**config.mk**
```make
export PLATFORM = sky130hd
export DESIGN_NAME = mdu_iter
export DESIGN_NICKNAME = d
export VERILOG_FILES = /design/src/rtl/mdu_pkg.sv /design/src/rtl/mdu_sign_fix.sv /design/src/rtl/mdu_iter.sv
export SDC_FILE = /design/constraint.sdc
export NUM_CORES = 1
export LEC_CHECK = 0
export BUFFER_PORTS_ARGS = -buffer_cell sky130_fd_sc_hd__clkbuf_2
export CORE_AREA = 5 5 172 174
export CTS_CLUSTER_SIZE = 25
export DETAILED_ROUTE_END_ITERATION = 10
export DIE_AREA = 0 0 177 179
export PLACE_DENSITY = 0.8
export RECOVER_POWER = 50
export SYNTH_ARGS = -nofsm -noshare
export SYNTH_HDL_FRONTEND = slang
export SYNTH_SLANG_ARGS = --single-unit
export TNS_END_PERCENT = 100
```
**constraint.sdc**
```tcl
create_clock -name CLK -period 8.9 [get_ports CLK]
set_input_delay 0.89 -clock CLK [delete_from_list [all_inputs] [get_ports CLK]]
set_output_delay 0.89 -clock CLK [all_outputs]
set_load 0.01 [all_outputs]
```
**src/rtl/mdu_pkg.sv**
```systemverilog
// Shared definitions for the iterative RV32M multiply/divide unit: funct3
// encodings, FSM states, RISC-V special-case result constants.
package mdu_pkg;

    localparam logic [2:0] OP_MUL    = 3'b000;
    localparam logic [2:0] OP_MULH   = 3'b001;
    localparam logic [2:0] OP_MULHSU = 3'b010;
    localparam logic [2:0] OP_MULHU  = 3'b011;
    localparam logic [2:0] OP_DIV    = 3'b100;
    localparam logic [2:0] OP_DIVU   = 3'b101;
    localparam logic [2:0] OP_REM    = 3'b110;
    localparam logic [2:0] OP_REMU   = 3'b111;

    typedef enum logic [1:0] {
        ST_IDLE = 2'd0,
        ST_CALC = 2'd1,
        ST_FIN  = 2'd2
    } mdu_state_e;

    localparam logic [31:0] DIV0_Q  = 32'hFFFF_FFFF;
    localparam logic [31:0] INT_MIN = 32'h8000_0000;

    function automatic logic op_is_div(input logic [2:0] op);
        return op[2];
    endfunction

    function automatic logic op_a_signed(input logic [2:0] op);
        return (op != OP_MULHU) && (op != OP_DIVU) && (op != OP_REMU);
    endfunction

    function automatic logic op_b_signed(input logic [2:0] op);
        return (op == OP_MUL) || (op == OP_MULH) || (op == OP_DIV) || (op == OP_REM);
    endfunction

endpackage

```
**src/rtl/mdu_sign_fix.sv**
```systemverilog
// Conditional two's-complement negation: absolute value on the operand side,
// sign restoration on the result side.
module mdu_sign_fix #(
    parameter int W = 32
) (
    input  logic [W-1:0] val_i,
    input  logic         neg_i,
    output logic [W-1:0] val_o
);

    assign val_o = neg_i ? (~val_i + {{(W-1){1'b0}}, 1'b1}) : val_i;

endmodule

```
**src/rtl/mdu_iter.sv**
```systemverilog
// Iterative radix-2 RV32M multiply/divide unit, fixed XLEN+2 cycle latency.
// Optional macro MDU_EARLY_OUT_EN: trivial/special cases bypass the CALC loop.
module mdu_iter
    import mdu_pkg::*;
#(
    parameter int XLEN = 32,
    parameter int AW   = 5
) (
    input  logic            CLK,
    input  logic            RST_N,
    input  logic            START,
    input  logic            FLUSH,
    input  logic [2:0]      OP,
    input  logic [XLEN-1:0] SRC_A,
    input  logic [XLEN-1:0] SRC_B,
    input  logic [AW-1:0]   RD_ADDR,
    output logic            BUSY,
    output logic            WB_WE,
    output logic [AW-1:0]   WB_ADDR,
    output logic [XLEN-1:0] WB_DATA
);

    localparam int CW = $clog2(XLEN);

    mdu_state_e          state_q, state_d;
    logic [CW-1:0]       cnt_q, cnt_d;
    logic [2:0]          op_q, op_d;
    logic [AW-1:0]       rd_q, rd_d;
    logic                neg_q, neg_d;
    logic                spec_q, spec_d;
    logic [XLEN-1:0]     spec_val_q, spec_val_d;
    logic [XLEN-1:0]     opd_q, opd_d;
    logic [2*XLEN-1:0]   acc_q, acc_d;
    logic                busy_q, busy_d;
    logic                we_q, we_d;
    logic [AW-1:0]       wb_addr_q, wb_addr_d;
    logic [XLEN-1:0]     wb_data_q, wb_data_d;

    // Operand conditioning
    logic            a_neg, b_neg;
    logic [XLEN-1:0] abs_a, abs_b;
    logic            div0, ovf, mul_zero, special;
    logic [XLEN-1:0] special_val;

    assign a_neg = op_a_signed(OP) & SRC_A[XLEN-1];
    assign b_neg = op_b_signed(OP) & SRC_B[XLEN-1];

    mdu_sign_fix #(.W(XLEN)) u_abs_a (.val_i(SRC_A), .neg_i(a_neg), .val_o(abs_a));
    mdu_sign_fix #(.W(XLEN)) u_abs_b (.val_i(SRC_B), .neg_i(b_neg), .val_o(abs_b));

    assign div0     = op_is_div(OP) && (SRC_B == '0);
    assign ovf      = ((OP == OP_DIV) || (OP == OP_REM)) && (SRC_A == INT_MIN) && (SRC_B == '1);
    assign mul_zero = !op_is_div(OP) && ((SRC_A == '0) || (SRC_B == '0));
    assign special  = div0 || ovf || mul_zero;

    // OP[1] separates REM/REMU from DIV/DIVU within the divide group
    always_comb begin
        special_val = '0;
        if (div0)
            special_val = OP[1] ? SRC_A : DIV0_Q;
        else if (ovf)
            special_val = OP[1] ? '0 : INT_MIN;
    end

    // Multiply step: conditional add into the high half, then shift right
    logic [XLEN:0]     mul_sum;
    logic [2*XLEN-1:0] mul_next;

    assign mul_sum  = {1'b0, acc_q[2*XLEN-1:XLEN]} + (acc_q[0] ? {1'b0, opd_q} : '0);
    assign mul_next = {mul_sum, acc_q[XLEN-1:1]};

    // Restoring divide step: partial remainder needs XLEN+1 bits before the compare
    logic [XLEN:0]     div_rem;
    logic [XLEN+1:0]   div_diff;
    logic              div_ge;
    logic [2*XLEN-1:0] div_next;

    assign div_rem  = {acc_q[2*XLEN-1:XLEN], acc_q[XLEN-1]};
    assign div_diff = {1'b0, div_rem} - {2'b00, opd_q};
    assign div_ge   = !div_diff[XLEN+1];
    assign div_next = {(div_ge ? div_diff[XLEN-1:0] : div_rem[XLEN-1:0]),
                       acc_q[XLEN-2:0], div_ge};

    // Result side
    logic [2*XLEN-1:0] fix_in, fix_out;
    logic [XLEN-1:0]   result;

    assign fix_in = op_is_div(op_q)
                  ? {{XLEN{1'b0}}, (op_q[1] ? acc_q[2*XLEN-1:XLEN] : acc_q[XLEN-1:0])}
                  : acc_q;

    mdu_sign_fix #(.W(2*XLEN)) u_res (.val_i(fix_in), .neg_i(neg_q), .val_o(fix_out));

    always_comb begin
        result = fix_out[2*XLEN-1:XLEN];
        if (spec_q)
            result = spec_val_q;
        else if (op_is_div(op_q) || (op_q == OP_MUL))
            result = fix_out[XLEN-1:0];
    end

    always_ff @(posedge CLK or negedge RST_N) begin
        if (!RST_N) begin
            state_q    <= ST_IDLE;
            cnt_q      <= '0;
            op_q       <= '0;
            rd_q       <= '0;
            neg_q      <= 1'b0;
            spec_q     <= 1'b0;
            spec_val_q <= '0;
            opd_q      <= '0;
            acc_q      <= '0;
            busy_q     <= 1'b0;
            we_q       <= 1'b0;
            wb_addr_q  <= '0;
            wb_data_q  <= '0;
        end else begin
            state_q    <= state_d;
            cnt_q      <= cnt_d;
            op_q       <= op_d;
            rd_q       <= rd_d;
            neg_q      <= neg_d;
            spec_q     <= spec_d;
            spec_val_q <= spec_val_d;
            opd_q      <= opd_d;
            acc_q      <= acc_d;
            busy_q     <= busy_d;
            we_q       <= we_d;
            wb_addr_q  <= wb_addr_d;
            wb_data_q  <= wb_data_d;
        end
    end

    always_comb begin
        state_d    = state_q;
        cnt_d      = cnt_q;
        op_d       = op_q;
        rd_d       = rd_q;
        neg_d      = neg_q;
        spec_d     = spec_q;
        spec_val_d = spec_val_q;
        opd_d      = opd_q;
        acc_d      = acc_q;
        we_d       = 1'b0;
        wb_addr_d  = wb_addr_q;
        wb_data_d  = wb_data_q;

        case (state_q)
            ST_IDLE: begin
                if (START && !FLUSH) begin
                    op_d       = OP;
                    rd_d       = RD_ADDR;
                    neg_d      = (op_is_div(OP) && OP[1]) ? a_neg : (a_neg ^ b_neg);
                    spec_d     = special;
                    spec_val_d = special_val;
                    opd_d      = op_is_div(OP) ? abs_b : abs_a;
                    acc_d      = {{XLEN{1'b0}}, (op_is_div(OP) ? abs_a : abs_b)};
                    cnt_d      = CW'(XLEN - 1);
                    state_d    = ST_CALC;
`ifdef MDU_EARLY_OUT_EN
                    if (special)
                        state_d = ST_FIN;
`else
                    state_d = ST_CALC;
`endif
                end
            end
            ST_CALC: begin
                if (FLUSH) begin
                    state_d = ST_IDLE;
                end else begin
                    acc_d = op_is_div(op_q) ? div_next : mul_next;
                    if (cnt_q == '0)
                        state_d = ST_FIN;
                    else
                        cnt_d = cnt_q - 1'b1;
                end
            end
            ST_FIN: begin
                state_d = ST_IDLE;
                if (!FLUSH) begin
                    wb_data_d = result;
                    wb_addr_d = rd_q;
                    we_d      = (rd_q != '0);
                end
            end
            default: state_d = ST_IDLE;
        endcase
    end

    assign busy_d  = (state_d != ST_IDLE);

    assign BUSY    = busy_q;
    assign WB_WE   = we_q;
    assign WB_ADDR = wb_addr_q;
    assign WB_DATA = wb_data_q;

endmodule

```
==> metrics.yaml <==
logic_synthesis:
  ys.flop_type: "dfrtp_1"
  ys_top_cells_by_area: "dfrtp_1 27%, a21oi_1 6.7%, nand2_1 6.1%"
  yosysWarnings: 0
  ys_seq_area_share_pct: 26.8
  synth_top_area_share_pct: 26.8
  async_flop_share_pct: 100
  ys_types: 91
  syn_nets: 2420
  synth_edf_count: 0
  synth_top_area_cell: "dfrtp_1"
  synthesis.area_um2: 17200
  synth_seq_cells: 184
  avgSynthCellArea_um2: 7.56
  syn_inst: 2273
setup_path:
  rrSetupSlack_ps: 3600
  crit_fanout: 49
  cp_num_buf_inv: 4
  crit_chain: "nand2b_1 -> clkbuf_1 -> nor2_1 -> nor2_2 -> clkbuf_1 -> clkinv_1 -> buf_4 -> o21ai_0 -> a21oi_1"
  max_stage_delay_ps: 1640
  cp_top_family: "buffers and inverters"
  end_kind: "flop"
  worstPathArrival_ps: 5560
  required_ps: 9150
  crit_type: "flop to flop"
  cp-start-kind: "flop"
  crit_top_cell: "clkbuf_1"
  slowest_stage: "clkbuf_1"
drt:
  drcViolationCount: 0
  drt_iter0_drc: 2509
  wire_per_inst_um: 24.1
  wirelength_mm: 63.8
  antenna_left: 0
  num_vias: 18094
  via_per_inst: 6.84
  drtPass1Iterations: 8
timing:
  fin_setup_tns_ps: 0
  setup-violations-final: 0
  maxSlewViolCount: 245
  finalCriticalPeriod_ps: 5300
  rsz0062_at_grt: "no"
  fin_crit_sh_pct: 59.6
  fmax_mhz: 189
  fin_worst_skew_ps: 15.2
  tightest_slew_ps: 2290
  hold_viol: 0
  slew_headroom_pct: -53.0
clock_network:
  clk_latency_ps: 460
  cts_tree: "yes"
  cts_buffers: 17
  hold_buffers: 0
  htree_levels: 4
  cts_buffer_depth: 2
  cts-resized-gates: 0
  clkTransAtPathRegs_ps: 90
  post-cts-setup-buffer-count: 0
  cts_sinks: 184
  clockRootBuffer: "clkbuf_16"
floorplanning:
  die_w_um: 177
  die_y_um: 179
  fp-row-count: 61
  coreArea_um2: 27600
  initial_core_util_pct: 62.2
  die-area_um2: 31700
  design.portCount: 115
cells_and_area:
  instances_no_fill: 2645
  layout-drive-gt1-share_pct: 7.73
  final_common_cell: "nand2_1"
  nets: 2399
  multi_input_area_um2: 11600
  n_fill_cell: 2461
  final_cell_mix: "279 x nand2_1, 231 x a21oi_1, 210 x nor2_1"
  syn2layout_area_growth_pct: 6.04
  ff_latch_area_um2: 4610
global_routing:
  grt_max_degree: 101
  grt_pass1_wl_mm: 97.2
  grt_pass1_vias: 16728
  grt_usage_pct: 39.8
  overflow: 0
  antenna_found_initial: 1
power:
  power_uw: 5320
  p_int_uw: 2560
  ir_drop_v: 0.000209
  p_sw_share_pct: 51.8
  p_seq_share_pct: 28.1
  clkPwrFrac_pct: 15.3
  pwr-share-comb_pct: 56.6
  p_switching_uw: 2760
  power_density_nw_per_um2: 292
  power_leakage_uw: 0.00793
placed_design:
  dp_hpwl_mm: 47.9
  port_buffers: 114
  gp_congestion: 1.03
  place_inst: 2611
min_path:
  hold_path_class: "flop to flop"
status:
  status: "complete, but fails checks"
  violations: "capacitance limit, slew limit"
flow_run:
  maxCapViolCount: 6
## path summary, 6_finish.rpt
path	endpoint	from	cells past startpoint
min in group asynchronous	acc_q[56]	RST_N	1
setup / recovery	acc_q[29]	state_q[1]	9
max in group asynchronous	neg_q	RST_N	2
hold reg to reg	WB_ADDR[0]	WB_ADDR[0]	2
setup reg to reg	acc_q[29]	state_q[1]	9
hold / removal	WB_ADDR[0]	WB_ADDR[0]	2
## power by group through the flow
stage | clock, uW | combinational (uW) | sequential (uW)
after detailed placement | 0 | 2920 | 1480
after global placement | 0 | 2890 | 1470
after floorplan | 0 | 2410 | 1140
final | 814 | 3010 | 1500
after global routing | 843 | 3280 | 1490
after CTS | 813 | 2940 | 1460
## tightest hold or removal path, stage by stage, from the launching register on
cell and delay [ps]:
dfrtp_1 340, nand2_1 50, nand2_1 60
## kinds of logic after synthesis
group / Yosys count / synth area share (%)
buf+inv: 247 / 5.84
mux: 67 / 4.00
flops: 184 / 26.8
xor+xnor: 177 / 9.02
compound gates: 715 / 26.4
fa+ha+maj: 71 / 5.26
simple gates: 812 / 22.7
## state kept, by name, summed over array words and instances (netlist names)
register	cells
BUSY	1
WB_ADDR	5
WB_DATA	32
WB_WE	1
acc_q	64
cnt_q	5
neg_q	1
op_q	3
opd_q	32
rd_q	5
spec_q	1
spec_val_q	32
state_q	2
## cells in the mapped netlist (6+ instances only)
library cell    n
mux2i_1        54
nor4_1         18
a221oi_1       16
nor3_1         46
clkbuf_1      143
nand3_1        65
o21bai_1       13
xor2_1         76
and3_1         16
nor2_1        211
a21boi_0        6
nand2_1       279
ha_1           69
mux2_2         13
buf_2           7
o21a_1          6
o21ai_1        11
o41ai_1         9
or3_1          11
a31oi_1        35
a211oi_1       23
buf_1          17
dfrtp_1       184
a21oi_1       231
and2_1         43
o31a_1          6
a21o_1         38
nand4_1        23
nor2b_1        33
o21ai_0       174
inv_1          70
o31ai_1        53
nor4bb_1        6
or4_1          11
nand2b_1       14
o211ai_1       17
xnor2_1       101
## layer usage
metal,wire length [um],part of all wire (%),vias up,global-route usage [%]
met3,6910,11,231,8.52
met2,27400,43,1163,59.7
met1,25700,40,8596,54.3
met5,0,0,-,0
met4,3740,5.9,0,20.2
li1,-,-,8104,-
## per-stage QoR
step	util, %	cell area, um^2	hold WS, ps	setup slack (ps)
finish	66.0	18200	477	3600
global route	65.9	18200	502	3220
CTS	66.2	18300	482	4330
detailed placement	64.0	17700	462	4380
global placement	64.0	17700	459	4480
floorplan	-	17200	440	5340
## layout make-up
type | count | share of cell area, %
sequential | 184 | 25.3
multi-input combinational | 1842 | 63.6
antenna | 2 | 0.0275
inverter | 71 | 1.46
clock inverter | 15 | 0.996
timing repair buffer | 136 | 3.69
tap | 378 | 2.60
clock buffer | 17 | 2.33
No activity file was read; power rests on OpenSTA's default activity.
